--- src/rtl/parking_pkg.sv ---
// Shared definitions for the parking entry controller: FSM state encodings
// and the factory-default keypad code.
package parking_pkg;

    localparam int                      DEFAULT_PW_W      = 4;
    localparam logic [DEFAULT_PW_W-1:0] DEFAULT_PASS_CODE = 4'h6;

    typedef enum logic [2:0] {
        ST_IDLE       = 3'b000,
        ST_WAIT_PASS  = 3'b001,
        ST_WRONG_PASS = 3'b010,
        ST_RIGHT_PASS = 3'b011,
        ST_STOP       = 3'b100,
        ST_LOCKOUT    = 3'b101
    } gate_state_e;

endpackage

--- src/rtl/parking_occupancy_counter.sv ---
// Saturating car counter shared by the entry and exit lanes. Simultaneous
// increment and decrement cancel out; the full flag is registered alongside
// the count so both change on the same edge.
module parking_occupancy_counter #(
    parameter int CAPACITY = 8,
    parameter int CNT_W    = $clog2(CAPACITY + 1)
) (
    input  logic             clk,
    input  logic             reset_n,
    input  logic             inc,
    input  logic             dec,
    output logic [CNT_W-1:0] count,
    output logic             full
);

    logic [CNT_W-1:0] count_d, count_q;
    logic             full_d, full_q;

    // Next count: saturate at CAPACITY going up and at zero going down.
    always_comb begin
        count_d = count_q;
        if (inc && !dec) begin
            if (count_q != CNT_W'(CAPACITY)) begin
                count_d = count_q + CNT_W'(1);
            end
        end else if (dec && !inc) begin
            if (count_q != '0) begin
                count_d = count_q - CNT_W'(1);
            end
        end
        full_d = (count_d == CNT_W'(CAPACITY));
    end

    // Count and full flag registers.
    always_ff @(posedge clk or negedge reset_n) begin
        if (!reset_n) begin
            count_q <= '0;
            full_q  <= 1'b0;
        end else begin
            count_q <= count_d;
            full_q  <= full_d;
        end
    end

    assign count = count_q;
    assign full  = full_q;

endmodule

--- src/rtl/parking_gate_ctrl.sv ---
// Single-lane parking entry controller: password-gated barrier with retry
// limit, lockout, idle timeout and tailgate detection. One timer is shared
// between the password timeout and the lockout hold, since the FSM can never
// need both at once.
module parking_gate_ctrl
    import parking_pkg::*;
#(
    parameter int              CAPACITY    = 8,
    parameter int              PW_W        = DEFAULT_PW_W,
    parameter logic [PW_W-1:0] PASS_CODE   = PW_W'(DEFAULT_PASS_CODE),
    parameter int              MAX_TRIES   = 3,
    parameter int              TIMEOUT_CYC = 16,
    parameter int              LOCK_CYC    = 32,
    localparam int             CNT_W       = $clog2(CAPACITY + 1)
) (
    input  logic             clk,
    input  logic             reset_n,
    input  logic             sensor_entrance,
    input  logic             sensor_exit,
    input  logic             car_depart,
    input  logic             pw_valid,
    input  logic [PW_W-1:0]  password,
    output logic [2:0]       state_out,
    output logic             gate_open,
    output logic             green_led,
    output logic             red_led,
    output logic [CNT_W-1:0] occupancy,
    output logic             full,
    output logic             alarm
);

    localparam int TMR_MAX = (TIMEOUT_CYC > LOCK_CYC) ? TIMEOUT_CYC : LOCK_CYC;
    localparam int TMR_W   = $clog2(TMR_MAX + 1);
    localparam int TRY_W   = $clog2(MAX_TRIES + 1);

    gate_state_e      state_d, state_q;
    logic [TRY_W-1:0] tries_d, tries_q;
    logic [TMR_W-1:0] timer_d, timer_q;
    logic             occ_inc;
    logic             gate_open_q, green_led_q, red_led_q, alarm_q;

    parking_occupancy_counter #(
        .CAPACITY (CAPACITY),
        .CNT_W    (CNT_W)
    ) u_occupancy (
        .clk     (clk),
        .reset_n (reset_n),
        .inc     (occ_inc),
        .dec     (car_depart),
        .count   (occupancy),
        .full    (full)
    );

    // Next-state, try counter, shared timer and car-admitted pulse.
    always_comb begin
        state_d = state_q;
        tries_d = tries_q;
        timer_d = '0;
        occ_inc = 1'b0;
        case (state_q)
            ST_IDLE: begin
                tries_d = '0;
                if (sensor_entrance && !full) begin
                    state_d = ST_WAIT_PASS;
                end
            end
            ST_WAIT_PASS, ST_WRONG_PASS: begin
                if (pw_valid) begin
                    if (password == PASS_CODE) begin
                        state_d = ST_RIGHT_PASS;
                        tries_d = '0;
                    end else begin
                        tries_d = tries_q + TRY_W'(1);
                        if (tries_q == TRY_W'(MAX_TRIES - 1)) begin
                            state_d = ST_LOCKOUT;
                        end else begin
                            state_d = ST_WRONG_PASS;
                        end
                    end
                end else if (timer_q == TMR_W'(TIMEOUT_CYC - 1)) begin
                    state_d = ST_IDLE;
                    tries_d = '0;
                end else begin
                    timer_d = timer_q + TMR_W'(1);
                end
            end
            ST_RIGHT_PASS: begin
                if (sensor_exit) begin
                    occ_inc = 1'b1;
                    state_d = sensor_entrance ? ST_STOP : ST_IDLE;
                end
            end
            ST_STOP: begin
                if (pw_valid && (password == PASS_CODE)) begin
                    state_d = ST_RIGHT_PASS;
                end
            end
            ST_LOCKOUT: begin
                if (timer_q == TMR_W'(LOCK_CYC - 1)) begin
                    state_d = ST_IDLE;
                    tries_d = '0;
                end else begin
                    timer_d = timer_q + TMR_W'(1);
                end
            end
            default: begin
                state_d = ST_IDLE;
                tries_d = '0;
            end
        endcase
    end

    // FSM registers with outputs decoded from the next state so they line up with state_out.
    always_ff @(posedge clk or negedge reset_n) begin
        if (!reset_n) begin
            state_q     <= ST_IDLE;
            tries_q     <= '0;
            timer_q     <= '0;
            gate_open_q <= 1'b0;
            green_led_q <= 1'b0;
            red_led_q   <= 1'b0;
            alarm_q     <= 1'b0;
        end else begin
            state_q     <= state_d;
            tries_q     <= tries_d;
            timer_q     <= timer_d;
            gate_open_q <= (state_d == ST_RIGHT_PASS);
            green_led_q <= (state_d == ST_RIGHT_PASS);
            red_led_q   <= (state_d == ST_WAIT_PASS) || (state_d == ST_WRONG_PASS) ||
                           (state_d == ST_STOP)      || (state_d == ST_LOCKOUT);
            alarm_q     <= (state_d == ST_STOP) || (state_d == ST_LOCKOUT);
        end
    end

    assign state_out = state_q;
    assign gate_open = gate_open_q;
    assign green_led = green_led_q;
    assign red_led   = red_led_q;
    assign alarm     = alarm_q;

endmodule
--- config.mk ---
export PLATFORM = sky130hd
export DESIGN_NAME = parking_gate_ctrl
export DESIGN_NICKNAME = d
export VERILOG_FILES = /design/src/rtl/parking_pkg.sv /design/src/rtl/parking_occupancy_counter.sv /design/src/rtl/parking_gate_ctrl.sv
export SDC_FILE = /design/constraint.sdc
export NUM_CORES = 1
export LEC_CHECK = 0
export CORE_UTILIZATION = 55
export CTS_CLUSTER_DIAMETER = 30
export DETAILED_ROUTE_END_ITERATION = 10
export GPL_ROUTABILITY_DRIVEN = 0
export PLACE_DENSITY = 0.8
export SLEW_MARGIN = 20
export SYNTH_ARGS = -nofsm -noshare
export SYNTH_HDL_FRONTEND = slang
export SYNTH_HIERARCHICAL = 1
export SYNTH_SLANG_ARGS = --single-unit
--- constraint.sdc ---
create_clock -name clk -period 5.67 [get_ports clk]
set_input_delay 1.701 -clock clk [delete_from_list [all_inputs] [get_ports clk]]
set_output_delay 1.701 -clock clk [all_outputs]
set_load 0.05 [all_outputs]
Yosys cells after proc, flatten, opt, wreduce, memory -nomap -nowiden
Cells that the tools add are included. W data, S select, Z words.

Add/subtract/negate cells: 4. Eq/ne operators: 18. Mux-type cells: 25. Bitwise operators: 1. Reductions and logical operators: 16.

Operator list (number): $mux W3 (9); $mux W6 (3); $mux W4 (4); $pmux W3 S5 (1); $eq A3 B2 Y1 const B (4); $eq A3 B3 Y1 const B (4); $pmux W6 S2 (1); $mux W2 (4); $add A6 B1 Y6 const B (1); $eq A3 B1 Y1 const B (2); $eq A6 B4 Y1 const B (1); $eq A6 B5 Y1 const B (1); $pmux W2 S3 (1); $add A4 B1 Y4 const B (1); $eq A4 B3 Y1 const B (1); $eq A4 B4 Y1 const B (1); $logic_and A1 B1 Y1 (4); $logic_or A1 B1 Y1 (4); $ne A4 B4 Y1 const B (1); $reduce_bool A4 Y1 (1); $reduce_or A2 Y1 (2); $sub A4 B1 Y4 const B (1); $logic_not A1 Y1 (3); $logic_not A3 Y1 (1); 7 further kinds (8).

Register bits: 19. Input port bits: 10. Output and inout port bits: 12. Word-level logic and storage cells: 72.

Longest topological paths before layout
Gate-level depths: netlist of the first run.

Word-level depth: 9. Mapped depth: 8. Depth with buffers taken out: 7.

Modules after synthesis
The synthesis of the first run kept the hierarchy.

By module, submodules not included: parking_gate_ctrl (instances 1, cells each 85, area each 875.8 sq um, seq. area each 350.3 sq um); parking_occupancy_counter (instances 1, cells each 38, area each 391.6 sq um, seq. area each 125.1 sq um).

Worst setup path before layout of the first run
OpenSTA, ideal clock, no wires.

Kind: input -> register. Start point: input port sensor_exit. End point: register u_occupancy.full_q (netlist: u_occupancy/full). Data arrival time: 2.958 ns. Required time: 5.535 ns. Slack: 2.577 ns. Cell stages on the path: 6. Path through: and4_2 > buf_4 > nand4_1 > or4b_1 > o311a_2 > nor4b_4.

Word-level cells in the longest chain between the ends: 7. Elaborated cells between the ends (all ways): 8.

Ends and longest elaborated chain: start: declaration (RTL line parking_gate_ctrl.sv:19) `input logic sensor_exit,`; $mux W1 * (RTL line parking_gate_ctrl.sv:88) `if (sensor_exit) begin`; $mux W1 * (RTL line parking_gate_ctrl.sv:60) `case (state_q)`; $logic_not A1 Y1 (RTL line parking_occupancy_counter.sv:26) `end else if (dec && !inc) begin`; $logic_and A1 B1 Y1 (RTL line parking_occupancy_counter.sv:26); $mux W4 (RTL line parking_occupancy_counter.sv:26); $mux W4 * (RTL line parking_occupancy_counter.sv:22) `if (inc && !dec) begin`; net u_occupancy.count_d[3] (RTL line parking_occupancy_counter.sv:16) `logic [CNT_W-1:0] count_d, count_q;`; $eq A4 B4 Y1 * (RTL line parking_occupancy_counter.sv:31) `full_d = (count_d == CNT_W'(CAPACITY));`; net u_occupancy.full_d (RTL line parking_occupancy_counter.sv:17) `logic full_d, full_q;`; end signal: assignment (RTL line parking_occupancy_counter.sv:41) `full_q <= full_d;`; end: declaration (RTL line parking_occupancy_counter.sv:17).

The timed path passes the listed nets; every way through them passes the cells marked *. A chain may end at the register's enable or synchronous reset.

Worst setup path after layout of the first run
Start point: register state_q[0] (netlist: state_out[0]). End point: output port state_out[0].

RTL lines: start: declaration (RTL line parking_gate_ctrl.sv:36) `gate_state_e state_d, state_q;`; start signal: assignment (RTL line parking_gate_ctrl.sv:124) `state_q <= state_d;`; end: declaration (RTL line parking_gate_ctrl.sv:23) `output logic [2:0] state_out,`.

No word-level cell between the ends.

==> results by group, run 1 <==
Global routing
  – GRT Util Overall: 0.227
  – Largest net degree at the start of global routing: 20
  – Vias in the first global route: between 900 and 1k
  – Initial antenna violation count: 0
  – Global-route wire length before repair: ~4.2 mm
  – Remaining Overflow, GRT: 0

Critical path
  – Startpoint types: flip-flop
  – Cell family with most CP delay: buffers and inverters
  – Reg2Reg Depth: 5
  – Data required time of the critical path: between 3 and 4 ns
  – Cells along the critical path: clkdlybuf4s50_1
  – Reg-to-Reg End: u_occupancy/full
  – CP max FO: 16
  – Crit-path max cell delay: 0.90 ns
  – Crit end category: primary output
  – WP buf/inv: 1
  – Worst Path Arrival: 1.86 ns
  – Worst r2r src: state_out[0]
  – Crit-path slowest cell: clkdlybuf4s50_1
  – Crit path kind: reg -> out
  – R2R Setup Slk: ~3.5 ns

Pwr
  – Power Density: around 550 nW/um^2
  – Total chip power: roughly 0.0008 W
  – Max IR drop VDD: just over 400 uV
  – Leakage: about 0.6 nW

Min path
  – Worst Hold Path EP: tries_q[0]
  – Tightest Hold Check Type: reg -> reg
  – Hold Path Origin: tries_q[0]
  – WHS Path Cells: 1

Timing
  – Final period utilization: 0.629
  – Final hold vios: 0
  – Clk_skew: roughly 0.0033 ns
  – Tmin final: between 3 and 4 ns
  – Setup TNS: 0 ns
  – Peak Freq: between 200 and 300 MHz
  – Max Transition Viols Final: 0
  – Worst slew pin tran: between 0.8 and 0.9 ns
  – Max-Slew Margin vs Limit: 0.434
  – Final-report setup violation count: 0
  – Setup repair after global routing missed its margin: false

Synthesis
  – Async set-reset flop share out of synthesis: 1.00
  – Avg Inst Size Synth: just over 10 um^2
  – Post-Syn Instances: ~120
  – Mapped Nets: 137
  – Synth top area share: 0.375
  – Mapped Area: ~1300 um^2
  – Yosys warns: 6
  – Post-synthesis sequential area ratio: 0.375
  – Post-synth EDFFs: 0
  – Synth Flop Type: dfrtp_1
  – Library cells used by synthesis: 50
  – FF+latch count, synth: 19
  – Synth area leader: dfrtp_1
  – Synth top area cells: dfrtp_1 (38%), xnor2_1 (4.1%), ha_1 (3.9%), a21oi_1 (3.6%), nor2_1 (2.7%)

Detailed routing
  – Routed WL per cell: 14.8 um
  – Vias per inst: 6.04
  – Final ANT Viol Nets: 0
  – Via count: approximately 1k
  – Drt total wl: 2.51 mm
  – Starting DRC count in detailed routing: 36
  – # DRC: 0
  – DRT Pass-1 Iters: 4

Floorplan
  – CORE AREA: between 2000 and 2500 um^2
  – I/O pins: 22
  – Initial Util: 0.579
  – DIE WIDTH: about 50 um
  – # rows: 17
  – DIE AREA: between 2000 and 3000 um^2
  – Die Y-Extent: between 50 and 60 um

Cells and area
  – Diodes inserted: 0
  – FF+latch area: around 480 um^2
  – Fillers: 170
  – Final #Nets: between 150 and 200
  – Highest-count cells in the layout ignoring fill and taps: clkdlybuf4s50_1 (21), dfrtp_1 (19), nor2_1 (9), a21oi_1 (9), inv_1 (7)
  – Area delta synth->final: 16.7%
  – Most common cell after layout, fill and taps aside: clkdlybuf4s50_1
  – Layout cells sized above 1: 0.106
  – Footprint of the multi-input gates: between 600 and 700 um^2

CTS
  – Clock sinks: 19
  – Post-CTS Setup Bufs: 0
  – Root Buffer: clkbuf_4
  – Clock Path Buffers: 2
  – Clock latency at the later pin of the worst-skew pair: about 0.29 ns
  – Cts bufs inserted: 3
  – Clk slew on worst S/H paths: roughly 0.11 ns
  – CTS tree: done
  – Post-CTS Hold Fix Bufs: 0
  – Resize count post-CTS: 0
  – Htree depth: 1

Placement
  – IO Port Bufs: 21
  – Dpl hpwl: around 1.9 mm

Flow run
  – MaxCap Viol Count: 0

Run status
  – Run status: completed
[flip-flops by register name, summed over array words and instances (netlist names)]
signal / flops
state_out: 3
green_led: 1
u_occupancy/count: 4
timer_q: 6
u_occupancy/full: 1
red_led: 1
alarm: 1
tries_q: 2
[stage by stage]
step / worst slack [ns] / cell area (um^2) / hold slack (ns) / utilization / std cells
after floorplan: 2.58 / 1270 / 0.425 / - / 123
after global placement: 2.07 / 1450 / 0.442 / 0.662 / 165
after detailed placement: 2.00 / 1450 / 0.450 / 0.662 / 165
after CTS: 2.10 / 1480 / 0.481 / 0.675 / 169
after global routing: 1.99 / 1480 / 0.486 / 0.675 / 169
final: 2.11 / 1480 / 0.475 / 0.675 / 169
[kinds of logic after synthesis]
logic type               share of synthesized area
buffers and inverters                       0.0740
AO/OA/AOI/OAI                                0.182
XOR/XNOR                                    0.0553
multiplexers                                0.0237
adder cells (fa/ha/maj)                     0.0474
flip-flops                                   0.375
AND/OR/NAND/NOR                              0.243
[cell usage after synthesis (2+ instances only)]
| library cell | n |
|---|---|
| nand3b_1 | 2 |
| xor2_1 | 2 |
| and3b_1 | 2 |
| mux2i_1 | 3 |
| o21ai_0 | 2 |
| nand2b_1 | 2 |
| buf_6 | 3 |
| a21oi_1 | 9 |
| nor2b_1 | 3 |
| inv_1 | 7 |
| a311oi_1 | 2 |
| or4b_1 | 3 |
| dfrtp_1 | 19 |
| nand3_1 | 4 |
| nor2_1 | 9 |
| a221o_1 | 2 |
| o211ai_1 | 2 |
| xnor2_1 | 6 |
| and2_1 | 2 |
| o22ai_1 | 2 |
| buf_4 | 3 |
| ha_1 | 4 |
| nand2_1 | 3 |
[power by group]
part	total, W	leakage [nW]	internal [W]	switching, W
sequential	0.000255	0.248	0.000183	0.0000719
clock	0.0000675	0.0177	0.0000263	0.0000412
combinational	0.000488	0.326	0.000194	0.000294
[worst reg2reg max path, cell delays in order (launching register included)]
cell and delay, ns:
dfrtp_1 0.67, and4_2 0.49, nand4_1 0.15, or4b_1 0.48, o311a_2 0.15, nor4b_4 0.13
[area by class of cell]
cell class	instances	area share
Clock buffer	3	0.0152
Clock inverter	1	0.00338
Sequential cell	19	0.321
Timing Repair Buffer	21	0.142
Inverter	8	0.0220
Tap cell	28	0.0237
Multi-Input combinational cell	89	0.472
[worst max-delay path by stage]
stage | from | to | slack, ns | cells after the start
after detailed placement | sensor_exit | u_occupancy/full | 2.00 | 6
final | state_out[0] | state_out[0] | 2.11 | 1
after global placement | sensor_exit | u_occupancy/full | 2.07 | 6
after global routing | state_out[0] | state_out[0] | 1.99 | 1
after floorplan | sensor_exit | u_occupancy/full | 2.58 | 6
after CTS | state_out[0] | state_out[0] | 2.10 | 1
[routing by layer]
metal	up-vias	global-route usage	wire length (um)
met2	31	0.378	1260
met3	6	0.0432	99
met4	0	0.0857	45
met5	-	0	0
met1	485	0.286	1100
li1	498	-	-
No activity file was read; power rests on OpenSTA's default activity.
==> inputs of run 2 (changes only) <==
- CORE_UTILIZATION: 55 -> 47
- PLACE_DENSITY: 0.8 -> 0.72
- clock period: 5.67 -> 3.1 ns (I/O delays scaled with it)
==> run 2 against run 1 <==
- sequential power is 75% higher
- cell count is 2.4% higher
- wire length is 3.4% higher
- critical endpoint is now state_out[1]
- largest power group unchanged
- flip-flop and latch count stayed put
==> results by group, run 2 (synthesis results as in run 1) <==
CTS
  – Clk slew on worst S/H paths: 0.12 ns (about the same)
  – Post-CTS Setup Bufs: 0 (unchanged)
  – Root Buffer: clkbuf_4
  – Clock latency at the later pin of the worst-skew pair: 0.29 ns (about the same)
  – Post-CTS Hold Fix Bufs: 0 (unchanged)
  – Resize count post-CTS: 0 (unchanged)
  – Cts bufs inserted: 3 (unchanged)
  – Clock sinks: 19 (unchanged)
  – Clock Path Buffers: 2 (unchanged)
  – Htree depth: 1 (unchanged)
  – CTS tree: done

Detailed routing
  – DR WL met2: 1.23 mm (-2.1%)
  – Via count: 1046 (+2.5%)
  – Top Layer Used: met4
  – Metal-1 WL: 1.21 mm (+9.4%)
  – Drt total wl: 2.59 mm (+3.4%)
  – Starting DRC count in detailed routing: 17 (-53%)
  – Final ANT Viol Nets: 0 (unchanged)
  – # DRC: 0 (unchanged)
  – DRT Pass-1 Iters: 4 (unchanged)
  – Met3 WL post-DR: 132 um (+33%)
  – Vias per inst: 6.05 (+0.18%)
  – Routed WL per cell: 15.0 um (+1.0%)

Floorplan
  – Initial Util: 0.502 (-0.0760)
  – Die Y-Extent: 53.9 um (+7.8%)
  – CORE AREA: 2520 um^2 (+15%)
  – I/O pins: 22 (unchanged)
  – DIE AREA: 2910 um^2 (+16%)
  – DIE WIDTH: 53.9 um (+7.8%)
  – # rows: 18 (+1)

Pwr
  – Total chip power: 0.00150 W (+85%)
  – Int Power: 0.000748 W (+85%)
  – Sw Ratio: 0.502 (-0.000699)
  – Leakage: 0.602 nW (+1.7%)
  – Clk network pwr share: 0.085 (+0.002)
  – Sw Pwr: 0.000752 W (+85%)
  – Sequential share of power: 0.297 (-0.018)
  – Power Density: 1000 nW/um^2 (+83%)
  – Max IR drop VDD: 774 uV (+91%)
  – Combinational Power Share: 0.618 (+0.016)

Cells and area
  – Diodes inserted: 0 (unchanged)
  – Area delta synth->final: 18.1%
  – FF+latch area: 475 um^2 (unchanged)
  – Footprint of the multi-input gates: 698 um^2 (unchanged)
  – Max reg flops: 6 (unchanged)
  – Layout cells sized above 1: 0.119 (+0.0125)
  – Most common cell after layout, fill and taps aside: clkdlybuf4s50_1
  – Layout Cells excl Fill: 173 (+2.4%)
  – Fillers: 225 (+32%)
  – Largest Register: timer_q
  – Finished Core Util: 0.593 (-0.0818)
  – Final #Nets: 158 (+1.3%)
  – Highest-count cells in the layout ignoring fill and taps: clkdlybuf4s50_1 (21), dfrtp_1 (19), nor2_1 (9), a21oi_1 (9), inv_1 (7)

Timing
  – Max-Slew Margin vs Limit: 0.646 (+0.212)
  – Setup repair after global routing missed its margin: false
  – Final period utilization: 0.865
  – Final-report setup violation count: 0 (unchanged)
  – Setup TNS: 0 ns (unchanged)
  – Clk_skew: 0.00679 ns (+0.00353 ns)
  – Peak Freq: roughly 370 MHz
  – Max Transition Viols Final: 0 (unchanged)
  – Setup ws final: 0.419 ns (-1.69 ns)
  – Final hold vios: 0 (unchanged)
  – Tmin final: roughly 2.7 ns
  – Worst slew pin tran: 0.529 ns (-0.317 ns)

Global routing
  – Initial antenna violation count: 0 (unchanged)
  – Largest net degree at the start of global routing: 20 (unchanged)
  – Global-route wire length before repair: 3.94 mm (-6.9%)
  – Vias in the first global route: 892 (-4.8%)
  – GRT Util Overall: 0.188 (-0.0385)
  – Remaining Overflow, GRT: 0 (unchanged)

Critical path
  – CP max FO: 13 (-3)
  – Startpoint types: flip-flop
  – Data required time of the critical path: 2.17 ns (-1.80 ns)
  – WP buf/inv: 1 (unchanged)
  – Worst Path Arrival: 1.75 ns (-0.11 ns)
  – Crit end category: primary output
  – Crit path kind: reg -> out
  – Crit-path max cell delay: 0.88 ns (-0.02 ns)
  – Crit-path slowest cell: clkdlybuf4s50_1
  – Cell family with most CP delay: buffers and inverters
  – R2R Setup Slk: 0.99 ns (-2.50 ns)
  – Cells along the critical path: clkdlybuf4s50_1

Placement
  – Cells after DPL: 169 (+2.4%)
  – Dpl hpwl: 1.94 mm (+4.6%)
  – Worst slack, placed: 0.191 ns (-1.81 ns)
  – IO Port Bufs: 21 (unchanged)

Flow run
  – MaxCap Viol Count: 0 (unchanged)

Min path
  – Tightest Hold Check Type: reg -> reg

Run status
  – Run status: completed
==> run 2: power groups by stage <==
stage	Combinational [W]	Sequential [W]	Clock, W
detailed placement	0.000920	0.000451	0
global route	0.000996	0.000458	0.000143
CTS	0.000925	0.000445	0.000133
floorplan	0.000494	0.000650	0
finish	0.000927	0.000445	0.000128
global placement	0.000911	0.000448	0
==> run 2: layout make-up <==
| type | instances | share of cell area |
|---|---|---|
| Tap cell | 30 | 0.0251 |
| Multi-Input combinational cell | 89 | 0.467 |
| Inverter | 8 | 0.0217 |
| Clock buffer | 3 | 0.0151 |
| Clock inverter | 1 | 0.00334 |
| Sequential cell | 19 | 0.318 |
| Timing Repair Buffer | 23 | 0.151 |
==> run 2: through the flow <==
step                      area, um^2  hold slack [ns]
after floorplan                 1270            0.425
after global placement          1470            0.443
after detailed placement        1470            0.446
after CTS                       1500            0.462
after global routing            1500            0.478
final                           1500            0.456
==> run 2: layer usage <==
layer | up-vias | track usage
li1 | 500 | -
met1 | 507 | 0.233
met2 | 37 | 0.329
met3 | 2 | 0.0452
met4 | 0 | 0.0351
met5 | - | 0
==> run 2: path summary, 6_finish.rpt <==
kind / start / endpoint / depth (start not counted)
worst min-delay path: timer_q[0] / timer_q[0] / 1
worst max-delay path: state_out[1] / state_out[1] / 1
worst max register to register: state_out[1] / u_occupancy/full / 5
min in group asynchronous: reset_n / tries_q[0] / 2
worst min register to register: timer_q[0] / timer_q[0] / 1
max in group asynchronous: reset_n / u_occupancy/count[1] / 2
==> inputs of run 3 (changes only) <==
- CAP_MARGIN: default -> 15
==> results of run 3 <==
No change in the layout: final DEF, timing and power equal those of run 2.
